### src/rtl/esn_pkg.sv
// Shared types and widths for the echo-state-network step scheduler.
package esn_pkg;

  localparam int unsigned ESN_U_W       = 16;
  localparam int unsigned ESN_ACC_W     = 32;
  localparam int unsigned ESN_STEP_W    = 16;
  localparam int unsigned ESN_N_NEURONS = 8;

  typedef enum logic [2:0] {
    S_IDLE,
    S_LOAD,
    S_RES,
    S_RES_DR,
    S_RDO,
    S_RDO_DR,
    S_OUT
  } esn_sched_state_t;

  function automatic int unsigned esn_max(input int unsigned a, input int unsigned b);
    return (a > b) ? a : b;
  endfunction

endpackage

### src/rtl/esn_sweep_ctr.sv
// Loadable index counter: counts up to LIMIT, flags it with tc, then wraps to 0.
module esn_sweep_ctr #(
  parameter int unsigned W     = 3,
  parameter int unsigned LIMIT = 7
) (
  input  logic         clk,
  input  logic         rst,
  input  logic         en,
  input  logic         load,
  input  logic [W-1:0] load_val,
  output logic [W-1:0] cnt,
  output logic         tc
);

  assign tc = (cnt == W'(LIMIT));

  always_ff @(posedge clk) begin
    if (rst) begin
      cnt <= '0;
    end else if (load) begin
      cnt <= load_val;
    end else if (en) begin
      cnt <= tc ? '0 : cnt + 1'b1;
    end
  end

endmodule

### src/rtl/esn_step_sched.sv
// Per-step scheduler: latch sample, sweep reservoir, sweep readout, present estimate.
// ESN_WASHOUT_EN: when defined, the first WASHOUT steps skip OUT (no est_valid).
module esn_step_sched
  import esn_pkg::*;
#(
  parameter int unsigned N_NEURONS = ESN_N_NEURONS,
  parameter int unsigned IDX_W     = 3,
  parameter int unsigned RES_LAT   = 2,
  parameter int unsigned MAC_LAT   = 2,
  parameter int unsigned WASHOUT   = 16
) (
  input  logic                  clk,
  input  logic                  rst,
  input  logic                  ce,
  input  logic [ESN_U_W-1:0]    u_in,
  input  logic                  u_valid,
  output logic                  u_ready,
  output logic [ESN_U_W-1:0]    u_reg,
  output logic                  res_en,
  output logic [IDX_W-1:0]      res_idx,
  output logic                  mac_clr,
  output logic                  mac_en,
  output logic [IDX_W-1:0]      mac_idx,
  input  logic [ESN_ACC_W-1:0]  mac_acc,
  output logic [ESN_ACC_W-1:0]  est,
  output logic                  est_valid,
  input  logic                  est_ready,
  output logic                  busy,
  output logic [ESN_STEP_W-1:0] step_cnt
);

  // One drain counter serves both drain phases: it always ends at DR_MAX and
  // is preloaded so that the remaining count equals the phase latency.
  localparam int unsigned DR_MAX = esn_max(RES_LAT, MAC_LAT) - 1;
  localparam int unsigned DR_W   = (DR_MAX < 1) ? 1 : $clog2(DR_MAX + 1);
  localparam logic [DR_W-1:0] RES_DR_START = DR_W'(DR_MAX - (RES_LAT - 1));
  localparam logic [DR_W-1:0] MAC_DR_START = DR_W'(DR_MAX - (MAC_LAT - 1));

`ifdef ESN_WASHOUT_EN
  localparam bit WASHOUT_ON = 1'b1;
`else
  localparam bit WASHOUT_ON = 1'b0;
`endif

  esn_sched_state_t state_q, state_d;
  logic             res_tc, mac_tc, dr_tc;
  logic             dr_en, dr_load, capture, suppress;
  logic [DR_W-1:0]  dr_load_val, dr_cnt;

  assign suppress = WASHOUT_ON && (step_cnt < ESN_STEP_W'(WASHOUT));

  esn_sweep_ctr #(.W(IDX_W), .LIMIT(N_NEURONS - 1)) u_res_ctr (
    .clk(clk), .rst(rst), .en(res_en), .load(1'b0), .load_val('0),
    .cnt(res_idx), .tc(res_tc)
  );

  esn_sweep_ctr #(.W(IDX_W), .LIMIT(N_NEURONS - 1)) u_rdo_ctr (
    .clk(clk), .rst(rst), .en(mac_en), .load(1'b0), .load_val('0),
    .cnt(mac_idx), .tc(mac_tc)
  );

  esn_sweep_ctr #(.W(DR_W), .LIMIT(DR_MAX)) u_dr_ctr (
    .clk(clk), .rst(rst), .en(dr_en), .load(dr_load), .load_val(dr_load_val),
    .cnt(dr_cnt), .tc(dr_tc)
  );

  always_ff @(posedge clk) begin
    if (rst) state_q <= S_IDLE;
    else     state_q <= state_d;
  end

  always_comb begin
    state_d     = state_q;
    u_ready     = 1'b0;
    res_en      = 1'b0;
    mac_en      = 1'b0;
    mac_clr     = 1'b0;
    est_valid   = 1'b0;
    busy        = 1'b1;
    dr_en       = 1'b0;
    dr_load     = 1'b0;
    dr_load_val = RES_DR_START;
    capture     = 1'b0;
    unique case (state_q)
      S_IDLE: begin
        busy    = 1'b0;
        u_ready = ce;
        if (ce && u_valid) state_d = S_LOAD;
      end
      S_LOAD: begin
        mac_clr = ce;
        if (ce) state_d = S_RES;
      end
      S_RES: begin
        res_en = ce;
        if (ce && res_tc) begin
          state_d     = S_RES_DR;
          dr_load     = 1'b1;
          dr_load_val = RES_DR_START;
        end
      end
      S_RES_DR: begin
        dr_en = ce;
        if (ce && dr_tc) state_d = S_RDO;
      end
      S_RDO: begin
        mac_en = ce;
        if (ce && mac_tc) begin
          state_d     = S_RDO_DR;
          dr_load     = 1'b1;
          dr_load_val = MAC_DR_START;
        end
      end
      S_RDO_DR: begin
        dr_en = ce;
        if (ce && dr_tc) begin
          capture = 1'b1;
          state_d = suppress ? S_IDLE : S_OUT;
        end
      end
      S_OUT: begin
        est_valid = 1'b1;
        if (ce && est_ready) state_d = S_IDLE;
      end
      default: state_d = S_IDLE;
    endcase
  end

  always_ff @(posedge clk) begin
    if (rst) begin
      u_reg    <= '0;
      est      <= '0;
      step_cnt <= '0;
    end else begin
      if (u_ready && u_valid) u_reg <= u_in;
      if (capture) begin
        est <= mac_acc;
        if (step_cnt != '1) step_cnt <= step_cnt + 1'b1;
      end
    end
  end

endmodule
### config.mk
export PLATFORM = sky130hd
export DESIGN_NAME = esn_step_sched
export DESIGN_NICKNAME = d
export VERILOG_FILES = /design/src/rtl/esn_pkg.sv /design/src/rtl/esn_sweep_ctr.sv /design/src/rtl/esn_step_sched.sv
export SDC_FILE = /design/constraint.sdc
export NUM_CORES = 1
export LEC_CHECK = 0
export ABC_CLOCK_PERIOD_IN_PS = 3000
export CAP_MARGIN = 20
export CORE_ASPECT_RATIO = 2
export CORE_MARGIN = 2
export CORE_UTILIZATION = 46
export DETAILED_ROUTE_END_ITERATION = 6
export PLACE_DENSITY = 0.92
export SYNTH_ARGS = -nofsm -noshare
export SYNTH_HDL_FRONTEND = slang
export SYNTH_SLANG_ARGS = --single-unit
### constraint.sdc
create_clock -name clk -period 3 [get_ports clk]
set_clock_uncertainty 0.1 [all_clocks]
set_input_delay 0.9 -clock clk [delete_from_list [all_inputs] [get_ports clk]]
set_output_delay 0.9 -clock clk [all_outputs]
set_load 0.1 [all_outputs]
-- Word level (Yosys, flattened, before mapping)
Index checks and enable logic that the tools add are counted.
- register bits after elaboration: 74
- latch bits: 0
- RAM bits: 0
- memory bits (read-only): 0
- output and inout port bits: 76
- logic and storage cells: 61
- memories: 0
- add/subtract/negate cells: 4
- $mul: 0
- div/mod/pow operators: 0
- $lt $le $gt $ge: 0
- equal/unequal tests: 16
- shifts and indexed selects: 0
- muxes and demuxes: 23
- bitwise operators: 0
- reduce and logical (&&, ||, !) cells: 11
- operators by type and width (operator ; number):
    $mux 3 ; 9
    $pmux 3 s7 ; 1
    $add 16x1->16 const B ; 1
    $ne 16x16->1 const B ; 1
    $eq 3x3->1 const B ; 5
    $ne 2x2->1 const B ; 7
    $mux 1 ; 12
    $reduce_and 7->1 ; 1
    $add 3x1->3 const B ; 2
    $eq 3x2->1 const B ; 2
    $logic_and 1x1->1 ; 6
    $reduce_or 2->1 ; 2
    $eq 3x1->1 const B ; 1
    $logic_not 3->1 ; 1
    $pmux 1 s2 ; 1
    $reduce_and 2->1 ; 1
    $add 1x1->1 const B ; 1

-- Depth between registers and ports, before layout
- depth in word-level cells: 5
- mapped depth: 7

-- Hierarchy
From an unflattened synthesis, not the netlist that was laid out.
- cell total of the unflattened synthesis: 388
- area total of the unflattened synthesis: 3143.0 um2
- modules (own cells, without submodules) (module ; instances ; cells each ; area each (um2)):
    esn_step_sched ; 1 ; 350 ; 2738.9
    esn_sweep_ctr (u_rdo_ctr ...) ; 2 ; 16 ; 172.7
    esn_sweep_ctr (u_dr_ctr) ; 1 ; 6 ; 58.8

-- Least setup slack after synthesis
OpenSTA, ideal clock, no wires.
- path type: input-to-output
- from: input port ce
- to: output port u_ready
- data arrival time: 3.281 ns
- data required time: 2.000 ns
- path slack: -1.281 ns
- cell stages on the path: 3
- cells stage by stage: buf_6 > or2b_1 > nor3_1
- cells in the longest elaborated chain, start to end: 1
- ends and longest elaborated chain (what ; RTL line ; text):
    start, declared ; esn_step_sched.sv:14 ; input logic ce,
    $mux 1 ; esn_step_sched.sv:84 ; unique case (state_q)
    end, declared ; esn_step_sched.sv:17 ; output logic u_ready,
Every way passes these cells.

-- Final worst setup path
Ends and elaborated chain as after synthesis.

==> flow_metrics.env <==
export IMPL_cp_slowest_cell="or2b_4"
export IMPL_num_vias=3196
export IMPL_utilization=0.708
export IMPL_diodes=0
export IMPL_drtPass1Iterations=4
export IMPL_numPortBuffers=128
export IMPL_tightestPinTransition_ns=0.545
export IMPL_async_reset_ff_frac=0
export IMPL_vias_per_cell=5.28
export IMPL_finalHoldWorstSlack_ns=0.355
export IMPL_clock_tree_buffer_depth=2
export IMPL_fmax_mhz=355
export IMPL_fin_ws_ns=0.183
export IMPL_highest_layer="met4"
export IMPL_clock_sinks=74
export IMPL_fill_cells=509
export IMPL_hold_viol=0
export IMPL_setup_viol=0
export IMPL_clkTransAtPathRegs_ns=0.06
export IMPL_seqPwrFrac=0.448
export IMPL_leakagePower_nw=1.84
export IMPL_status="completed"
export IMPL_wl_met3_um=545
export IMPL_cts_root_buf="clkbuf_16"
export IMPL_wl_per_cell_um=14.0
export IMPL_area_growth_pct=49.3
export IMPL_drc_errors=0
export IMPL_syn_area_um2=3110
export IMPL_cpPeakStageDelay_ns=0.29
export IMPL_wirelength_met1_mm=3.05
export IMPL_ys_ff_latch=74
export IMPL_end_kind="primary output"
export IMPL_grt_max_degree=34
export IMPL_antenna_found_initial=0
export IMPL_synth_edf_count=0
export IMPL_cts_tree="yes"
export IMPL_crit_type="input pin to primary output"
export IMPL_switching_share=0.254
export IMPL_rsz0062_at_grt="no"
export IMPL_p_clk_frac=0.432
export IMPL_seq_area_frac_synth=0.476
export IMPL_yosysWarnings=0
export IMPL_crit_path_max_fanout=3
export IMPL_dieWidth_um=62.2
export IMPL_yosys_area_top_type="dfxtp_1"
export IMPL_postCtsSetupRepairBufs=0
export IMPL_yosysMostFrequentCell="nand2_1"
export IMPL_p_per_area_nw_per_um2=484
export IMPL_synth_cell_types=46
export IMPL_p_comb_frac=0.119
export IMPL_rows=42
export IMPL_ys_top_cells_by_count="nand2_1 (105), dfxtp_1 (74), a21oi_1 (65)"
export IMPL_power_internal_mw=1.68
export IMPL_slew_headroom=0.636
export IMPL_largest_register_ffs=32
export IMPL_grt_pass1_wl_mm=13.8
export IMPL_dieArea_um2=7480
export IMPL_multiInputGateArea_um2=1540
export IMPL_netlist_instances=384
export IMPL_peakVddDrop_mv=0.456
export IMPL_start_util=0.474
export IMPL_post_route_min_period_ns=2.82
export IMPL_synth_area_leaders="dfxtp_1 (48%), nand2_1 (13%), a21oi_1 (10%), nor2_1 (2.9%), clkbuf_1 (2.0%)"
export IMPL_nets=570
export IMPL_worstSetupStartpointType="input pin"
export IMPL_clock_latency_ns=0.33
export IMPL_ios=129
export IMPL_yosys_area_top_type_share=0.476
export IMPL_cap_violations=0
export IMPL_postRouteAntennaNets=0
export IMPL_die_height_um=120
export IMPL_drt_iter0_markers=178
export IMPL_synth_avg_cell_area_um2=8.11
export IMPL_finalWirelength_mm=8.49
export IMPL_total_power_mw=2.25
export IMPL_hp_class="flop to flop"
export IMPL_final_seq_area_um2=1480
export IMPL_slew_viol_final=0
export IMPL_synth_nets=442
export IMPL_path_cells="dlygate4sd2_1 > or2b_4 > nor3_4 > buf_12"
export IMPL_grt_pass1_vias=3060
export IMPL_tritoncts_num_buffers=9
export IMPL_cp_required_ns=2.00
export IMPL_coreArea_um2=6570
export IMPL_cts_hold_buffers_added=0
export IMPL_overflow=0
export IMPL_dpl_hpwl_mm=6.21
export IMPL_power_switching_uw=570
export IMPL_synth_flop_cell="dfxtp_1"
export IMPL_gp_congestion=0.790
export IMPL_h_tree_depth=3
export IMPL_finalCritPeriodShare=0.939
export IMPL_drive_above_1_share=0.232
export IMPL_dr_wl_met2_mm=4.67
export IMPL_cp_arrival_ns=1.82
export IMPL_grtUsageTotal=0.228
export IMPL_dp_slack_ns=-0.0647
-- final cells by class --
cell class              count  share of cell area
multi-input cells         283               0.331
flip-flops and latches     74               0.319
repair buffers            141               0.265
clock buffers              11              0.0522
well taps                  88              0.0237
clock inverters             5             0.00646
inverters                   3             0.00242
-- worst max-delay path, delay by kind of cell --
family        cells  cell delay [ns]
simple gates      2             0.50
buf+inv           2             0.41
-- power groups by stage --
| stage | Clock, mW | Combinational (mW) | Sequential (mW) |
|---|---|---|---|
| 6_report | 0.972 | 0.268 | 1.01 |
| 5_1_grt | 1.03 | 0.282 | 1.01 |
| 4_1_cts | 0.989 | 0.269 | 1.01 |
| 3_5_place_dp | 0 | 0.267 | 1.03 |
| 3_3_place_gp | 0 | 0.264 | 1.03 |
| 2_1_floorplan | 0 | 0.0808 | 1.10 |
-- logic make-up (layout without fill, tap and decap cells) --
group,count (synthesis),in the layout,share of synthesized area
simple gates,182,182,0.278
fa+ha+maj,5,5,0.0201
buf+inv,27,160,0.0402
flops,74,74,0.476
compound gates,87,87,0.156
mux,9,9,0.0301
-- repair_timing --
action / CTS / global route
hold endpoints to repair: 0 / 0
resized for setup: 2 / 0
setup endpoints to repair: 4 / 0
-- worst paths after layout --
path | from | depth (start not counted) | to | slack, ns
setup reg to reg | state_q[2] | 4 | step_cnt[13] | 0.78
hold reg to reg | est[26] | 2 | est[26] | 0.36
hold / removal | est[26] | 2 | est[26] | 0.36
setup / recovery | ce | 4 | u_ready | 0.18
-- per-stage QoR --
stage               TNS [ns]  area, um^2  cells
floorplan             -0.550        3140    384
global placement      -0.206        4370    589
detailed placement    -0.192        4370    589
CTS                        0        4650    605
global route               0        4650    605
finish                     0        4650    605
-- per-layer routing --
metal | vias up | global-route usage
li1 | 1568 | -
met1 | 1490 | 0.233
met2 | 115 | 0.416
met3 | 23 | 0.0716
met4 | 0 | 0.108
met5 | - | 0
-- placed cells by master (no fill, tap or decap), types with 5 or more instances in the layout --
master           Yosys  layout
nand2_1            105     105
buf_4                0      85
dfxtp_1             74      74
a21oi_1             65      65
clkdlybuf4s50_1      0      50
nor2_1              24      21
clkbuf_16            0       9
nor2b_1              7       7
mux2i_1              6       6
o31ai_1              6       6
or4_1                5       5
ha_1                 5       5
Note: power is estimated with default switching activity, not from simulation.
